[src/rtl/operand_mult_sequencer_if.sv]
`default_nettype none
// ---------------------------------------------------------------------------
// operand_mult_sequencer_if : switch/button/multiplier bundle (rev 1.0)
// ---------------------------------------------------------------------------
interface operand_mult_sequencer_if;
  logic [7:0]  sw_a;
  logic [7:0]  sw_b;
  logic        btn_load;
  logic        mult_done;
  logic [15:0] mult_result;
  logic [7:0]  op_a;
  logic [7:0]  op_b;
  logic        mult_start;
  logic [15:0] result;
  logic        result_valid;
  logic        busy;
  logic        err;

  modport master (
    input  sw_a, sw_b, btn_load, mult_done, mult_result,
    output op_a, op_b, mult_start, result, result_valid, busy, err
  );

  modport slave (
    output sw_a, sw_b, btn_load, mult_done, mult_result,
    input  op_a, op_b, mult_start, result, result_valid, busy, err
  );
endinterface
`default_nettype wire

[src/rtl/operand_mult_sequencer.sv]
`default_nettype none
// ---------------------------------------------------------------------------
// operand_mult_sequencer : one debounced press -> one multiply (rev 1.0)
// ---------------------------------------------------------------------------
module operand_mult_sequencer #(
  parameter int DEBOUNCE_CYCLES = 1000000,
  parameter int TIMEOUT_CYCLES  = 64
) (
  input wire logic                  clk,
  input wire logic                  rst_n,
  operand_mult_sequencer_if.master  bus
);

  localparam int CNT_W = $clog2(DEBOUNCE_CYCLES + 1);
  localparam int TMR_W = $clog2(TIMEOUT_CYCLES + 1);
  localparam logic [CNT_W-1:0] c_DEB_LAST = CNT_W'(DEBOUNCE_CYCLES - 1);
  localparam logic [TMR_W-1:0] c_TMR_LAST = TMR_W'(TIMEOUT_CYCLES - 1);

  typedef enum logic [2:0] {
    S_IDLE  = 3'd0,
    S_START = 3'd1,
    S_WAIT  = 3'd2,
    S_DONE  = 3'd3,
    S_ERR   = 3'd4
  } state_t;

  state_t            r_state;
  state_t            w_state_nxt;
  logic              r_sync1;
  logic              r_sync2;
  logic              r_deb;
  logic              r_deb_d;
  logic [CNT_W-1:0]  r_deb_cnt;
  logic [TMR_W-1:0]  r_timer;
  logic [7:0]        r_op_a;
  logic [7:0]        r_op_b;
  logic [15:0]       r_result;
  logic              r_result_valid;
  logic              r_err;
  logic              w_load_evt;
  logic              w_accept;

  always_ff @(posedge clk or negedge rst_n) begin
    if (!rst_n) begin
      r_sync1   <= 1'b0;
      r_sync2   <= 1'b0;
      r_deb     <= 1'b0;
      r_deb_d   <= 1'b0;
      r_deb_cnt <= '0;
    end else begin
      r_sync1 <= bus.btn_load;
      r_sync2 <= r_sync1;
      r_deb_d <= r_deb;
      if (r_sync2 != r_deb) begin
        if (r_deb_cnt == c_DEB_LAST) begin
          r_deb     <= r_sync2;
          r_deb_cnt <= '0;
        end else begin
          r_deb_cnt <= r_deb_cnt + 1'b1;
        end
      end else begin
        r_deb_cnt <= '0;
      end
    end
  end

  // Only the debounced press edge launches work; release is silent.
  assign w_load_evt = r_deb & ~r_deb_d;
  assign w_accept   = w_load_evt &&
                      (r_state == S_IDLE || r_state == S_DONE || r_state == S_ERR);

  always_ff @(posedge clk or negedge rst_n) begin
    if (!rst_n) r_state <= S_IDLE;
    else        r_state <= w_state_nxt;
  end

  always_comb begin
    w_state_nxt = r_state;
    case (r_state)
      S_IDLE, S_DONE, S_ERR: if (w_accept) w_state_nxt = S_START;
      S_START:               w_state_nxt = S_WAIT;
      S_WAIT: begin
        if (bus.mult_done)              w_state_nxt = S_DONE;
        else if (r_timer == c_TMR_LAST) w_state_nxt = S_ERR;
      end
      default:               w_state_nxt = S_IDLE;
    endcase
  end

  always_ff @(posedge clk or negedge rst_n) begin
    if (!rst_n) begin
      r_op_a         <= '0;
      r_op_b         <= '0;
      r_result       <= '0;
      r_result_valid <= 1'b0;
      r_err          <= 1'b0;
      r_timer        <= '0;
    end else begin
      case (r_state)
        S_IDLE, S_DONE, S_ERR: begin
          if (w_accept) begin
            r_op_a         <= bus.sw_a;
            r_op_b         <= bus.sw_b;
            r_result_valid <= 1'b0;
            r_err          <= 1'b0;
          end
        end
        S_START: r_timer <= '0;
        S_WAIT: begin
          // A done arriving on the last timeout cycle still counts.
          if (bus.mult_done) begin
            r_result       <= bus.mult_result;
            r_result_valid <= 1'b1;
          end else if (r_timer == c_TMR_LAST) begin
            r_err <= 1'b1;
          end else begin
            r_timer <= r_timer + 1'b1;
          end
        end
        default: ;
      endcase
    end
  end

  assign bus.op_a         = r_op_a;
  assign bus.op_b         = r_op_b;
  assign bus.result       = r_result;
  assign bus.result_valid = r_result_valid;
  assign bus.err          = r_err;
  assign bus.mult_start   = (r_state == S_START);
  assign bus.busy         = (r_state == S_START) || (r_state == S_WAIT);

endmodule
`default_nettype wire

[src/flat_wrapper.sv]
// flat-port wrapper written by rule: the top's interface ports become plain ports
module operand_mult_sequencer_flat 
#(
  parameter int DEBOUNCE_CYCLES = 1000000,
  parameter int TIMEOUT_CYCLES  = 64
)
  (clk, rst_n, bus_sw_a, bus_sw_b, bus_btn_load, bus_mult_done, bus_mult_result, bus_op_a, bus_op_b, bus_mult_start, bus_result, bus_result_valid, bus_busy, bus_err);
  operand_mult_sequencer_if bus_i ();
  input wire logic clk;
  input wire logic rst_n;
  input wire logic [$bits(bus_i.sw_a)-1:0] bus_sw_a;
  input wire logic [$bits(bus_i.sw_b)-1:0] bus_sw_b;
  input wire logic [$bits(bus_i.btn_load)-1:0] bus_btn_load;
  input wire logic [$bits(bus_i.mult_done)-1:0] bus_mult_done;
  input wire logic [$bits(bus_i.mult_result)-1:0] bus_mult_result;
  output wire logic [$bits(bus_i.op_a)-1:0] bus_op_a;
  output wire logic [$bits(bus_i.op_b)-1:0] bus_op_b;
  output wire logic [$bits(bus_i.mult_start)-1:0] bus_mult_start;
  output wire logic [$bits(bus_i.result)-1:0] bus_result;
  output wire logic [$bits(bus_i.result_valid)-1:0] bus_result_valid;
  output wire logic [$bits(bus_i.busy)-1:0] bus_busy;
  output wire logic [$bits(bus_i.err)-1:0] bus_err;
  assign bus_i.sw_a = bus_sw_a;
  assign bus_i.sw_b = bus_sw_b;
  assign bus_i.btn_load = bus_btn_load;
  assign bus_i.mult_done = bus_mult_done;
  assign bus_i.mult_result = bus_mult_result;
  assign bus_op_a = bus_i.op_a;
  assign bus_op_b = bus_i.op_b;
  assign bus_mult_start = bus_i.mult_start;
  assign bus_result = bus_i.result;
  assign bus_result_valid = bus_i.result_valid;
  assign bus_busy = bus_i.busy;
  assign bus_err = bus_i.err;
  operand_mult_sequencer #(.DEBOUNCE_CYCLES(DEBOUNCE_CYCLES), .TIMEOUT_CYCLES(TIMEOUT_CYCLES)) u_core (.clk(clk), .rst_n(rst_n), .bus(bus_i));
endmodule
[config.mk]
export PLATFORM = sky130hd
export DESIGN_NAME = operand_mult_sequencer_flat
export DESIGN_NICKNAME = d
export VERILOG_FILES = /design/src/rtl/operand_mult_sequencer_if.sv /design/src/rtl/operand_mult_sequencer.sv /design/src/flat_wrapper.sv
export SDC_FILE = /design/constraint.sdc
export NUM_CORES = 1
export LEC_CHECK = 0
export CAP_MARGIN = 15
export CELL_PAD_IN_SITES_DETAIL_PLACEMENT = 1
export CELL_PAD_IN_SITES_GLOBAL_PLACEMENT = 1
export CORE_ASPECT_RATIO = 0.5
export CORE_UTILIZATION = 30
export DETAILED_ROUTE_END_ITERATION = 12
export PLACE_DENSITY_LB_ADDON = 0.1
export RECOVER_POWER = 100
export SETUP_SLACK_MARGIN = 0.05
export SLEW_MARGIN = 20
export SYNTH_ARGS = -nofsm -noshare
export SYNTH_HDL_FRONTEND = slang
export SYNTH_SLANG_ARGS = --single-unit
[constraint.sdc]
create_clock -name clk -period 1.55 [get_ports clk]
set_input_delay 0.155 -clock clk [delete_from_list [all_inputs] [get_ports clk]]
set_output_delay 0.155 -clock clk [all_outputs]
set_load 0.05 [all_outputs]
==> results by group <==
STA
  • RSZ-0062 raised after global routing: true
  • Worst clock skew: ~0.0044 ns
  • Final period utilization: 109%
  • Final hold violations: 0
  • Endpoints failing setup: 59
  • Setup ws final: -0.139 ns
  • Min cycle time layout: between 1.5 and 2 ns
  • Fmax: between 500 and 600 MHz
  • Worst Max-Slew Pin Slew: slightly below 1 ns
  • Setup TNS: -4.63 ns
  • Hold_ws: roughly 0.35 ns
  • Pins over their slew limit: 0
  • Relative slew margins: 35.6%

Logic synthesis
  • Synth cell types: 50
  • Synthesized flop and latch total: around 70
  • Yosys top cell area share: about 56%
  • XOR/XNOR share of the synthesized area: 3.45%
  • Cell accounting for the most synthesized area: dfrtp_1
  • Primary FF master, synth: dfrtp_1
  • Synth area leaders: dfrtp_1 56%, mux2_2 11%, a21oi_1 2.5%
  • Post-synthesis adder-cell area fraction: 0.822%
  • YS warnings: 0
  • Sequential share of the synthesized area: 55.9%
  • Synth Instances: 252
  • Main combinational cell family by area after synthesis: simple AND/OR/NAND/NOR gates
  • Synthesized-area fraction occupied by and/or/nand/nor cells: 14.5%
  • Syn Std Cell Area: 3050 um^2
  • EDFF count, synth: 0
  • Compound-Gate Fraction of Synth Area: 9.86%
  • Mapped Avg Cell Area: around 12 um^2
  • Post-synthesis mux area share: between 10% and 20%
  • Fraction of registers with async set/reset: between 90% and 100%
  • Syn_nets: 290

Drt
  • First drt pass iteration count: 4
  • Routed wire per std cell: approximately 17 um
  • Drt drc: 0
  • Vias per cell: roughly 4.7
  • ANT nets after route: 0
  • Drt first-iter violations: between 70 and 80
  • Final wirelength: 9.60 mm
  • Vias: ~2,600

Worst setup path
  • CP max stage delay: around 0.54 ns
  • Worst path arrival time: approximately 1.9 ns
  • CP Class: flop to flop
  • Startpoint Class: flop
  • Crit path max-delay cell type: or4b_4
  • Crit end category: flop
  • Worst EP required: 1.76 ns
  • Worst path cell trace: nand3_2, or4b_4, o31ai_4, buf_6, clkbuf_16, a21oi_2
  • Crit path max fanout: 5

Clocking
  • Worst-Skew Late Latency: 0.33 ns
  • H-tree depth: 3
  • CTS Root Cell: clkbuf_16
  • CTS Sinks: between 60 and 70
  • CTS tree: yes
  • Maximum root-to-sink buffer count: 2
  • Worst-path clk slew: around 0.050 ns
  • Total CTS buffers: 9

Placed design
  • Post-place setup slack: -0.171 ns
  • Input/output buffers: 71
  • Hpwl dp: ~5.9 mm
  • GPL Wtd Cong: 0.760

Global route
  • Total global-route track usage: around a fifth
  • GR Overflow Total: 0
  • Vias in the first global route: 2,888
  • Initial antenna violation count: 0
  • Pin count of the biggest net entering global routing: 43
  • First-pass GRT wire length: around 15 mm

Die
  • Die area: between 10,000 and 15,000 um^2
  • Core Footprint: around 9600 um^2
  • Initial core utilization: roughly a third
  • Row cnt: 25
  • Die H: roughly 73 um
  • Top Ports: between 70 and 80
  • Die Wd: 144 um

Pwr
  • Peak VDD IR: between 0.0004 and 0.0005 V
  • Int Pwr: ~3.3 mW
  • Sw power: 830 uW
  • Leak Pwr: approximately 2.3 nW
  • Logic pwr share: 5.8%
  • Sw frac: 20.1%
  • Power density cells: 790 nW/um^2
  • Clk pwr share: between 50% and 60%
  • Flop pwr share: 43.5%

Status
  • Status: finished with violations
  • Violated checks: setup timing

Run
  • Number of max-cap violations: 0

Final layout
  • Synth-to-Final Area Change: 71.5%
  • Leading cell type in the layout, fill and taps excluded: dfrtp_1
  • Most frequent cells in the layout: 67 x dfrtp_1, 56 x buf_4, 38 x clkbuf_1
  • Share of cells above drive strength 1: between 40 and 50%
  • Antenna Cells: 0
  • Fin util: 54.2%
  • Nets: approximately 450

Min path
  • Hold Path Class: flop to flop
## layer usage
| layer | GRT usage, % | part of all wire [%] | vias up |
|---|---|---|---|
| li1 | - | - | 1234 |
| met1 | 22.9 | 43 | 1339 |
| met2 | 34.5 | 54 | 21 |
| met3 | 5.12 | 2.4 | 10 |
| met4 | 5.61 | 1.1 | 0 |
| met5 | 0 | 0 | - |
## power by group through the flow
stage               registers [mW]  logic (mW)  clock network, mW
floorplan                     1.82      0.0310                  0
global placement              1.82       0.185                  0
detailed placement            1.83       0.191                  0
CTS                           1.79       0.229               2.14
global route                  1.79       0.258               2.22
finish                        1.79       0.238               2.09
## cell usage after synthesis, types with 3 or more instances
| cell | n |
|---|---|
| o21ai_0 | 10 |
| or3_1 | 3 |
| buf_4 | 3 |
| a21oi_1 | 15 |
| mux2_2 | 29 |
| o31ai_1 | 5 |
| buf_6 | 3 |
| or4_1 | 3 |
| mux2_1 | 4 |
| inv_1 | 7 |
| nand2_1 | 14 |
| and3_1 | 3 |
| xnor2_1 | 6 |
| nand3_1 | 15 |
| xor2_1 | 6 |
| dfrtp_1 | 68 |
| nor3_1 | 3 |
| nor2_1 | 18 |
## sequential cells by signal, indices dropped and copies added, names as in the netlist
register	cells
u_core.bus.err	1
u_core.bus.op_a	8
u_core.bus.op_b	8
u_core.bus.result	16
u_core.bus.result_valid	1
u_core.r_deb	1
u_core.r_deb_cnt	20
u_core.r_deb_d	1
u_core.r_state	3
u_core.r_sync1	1
u_core.r_sync2	1
u_core.r_timer	7
## what timing repair did
item,in CTS,in global routing
setup endpoints to repair,64,64
cloned,4,1
pin swaps,10,16
gates resized for setup,64,27
hold endpoints to repair,14,0
hold buffers,1,0
buffers inserted,26,11
## area by class of cell
class,instances,area (um^2)
inverter,8,38.8
timing repair buffer,160,1390
clock inverter,1,30.0
sequential,68,1700
multi-input combinational,169,1620
clock buffer,14,274
tap,135,169
fill,1021,4410
## cells by family (layout without fill, tap and decap cells)
group,Yosys count,in the layout
AOI/OAI and AO/OA,44,44
xor gates and xnor gates,12,12
adders and majority gates,2,2
buffers and inverters,15,183
DFF,68,68
muxes,34,34
and+or+nand+nor,77,77
## worst max-delay path: cells and delay by family (launching register included)
family / cells / cell delay [ns]
AOI/OAI and AO/OA: 2 / 0.26
buffers and inverters: 2 / 0.32
DFF: 1 / 0.36
and+or+nand+nor: 2 / 0.63
## through the flow
step	instance area (um^2)	cells	power (mW)
after floorplan	3180	252	1.86
after detailed placement	4330	501	2.02
after CTS	5200	546	4.17
after global placement	4330	501	2.01
after global routing	5220	555	4.28
final	5220	555	4.13
## worst paths after layout
check                      cells after the start                             end  slack, ns                      startpoint
max                                            6  u_core.r_deb_cnt[19]$_DFF_PN0_      -0.14  u_core.r_deb_cnt[18]$_DFF_PN0_
min                                            0        u_core.r_sync2$_DFF_PN0_       0.35        u_core.r_sync1$_DFF_PN0_
max reg2reg                                    6  u_core.r_deb_cnt[19]$_DFF_PN0_      -0.14  u_core.r_deb_cnt[18]$_DFF_PN0_
min reg2reg                                    0        u_core.r_sync2$_DFF_PN0_       0.35        u_core.r_sync1$_DFF_PN0_
max in group asynchronous                      3   u_core.r_state[2]$_DFFE_PN0P_       0.21                           rst_n
min in group asynchronous                      2  u_core.r_deb_cnt[11]$_DFF_PN0_       0.49                           rst_n
Note: power is estimated with default switching activity, not from simulation.
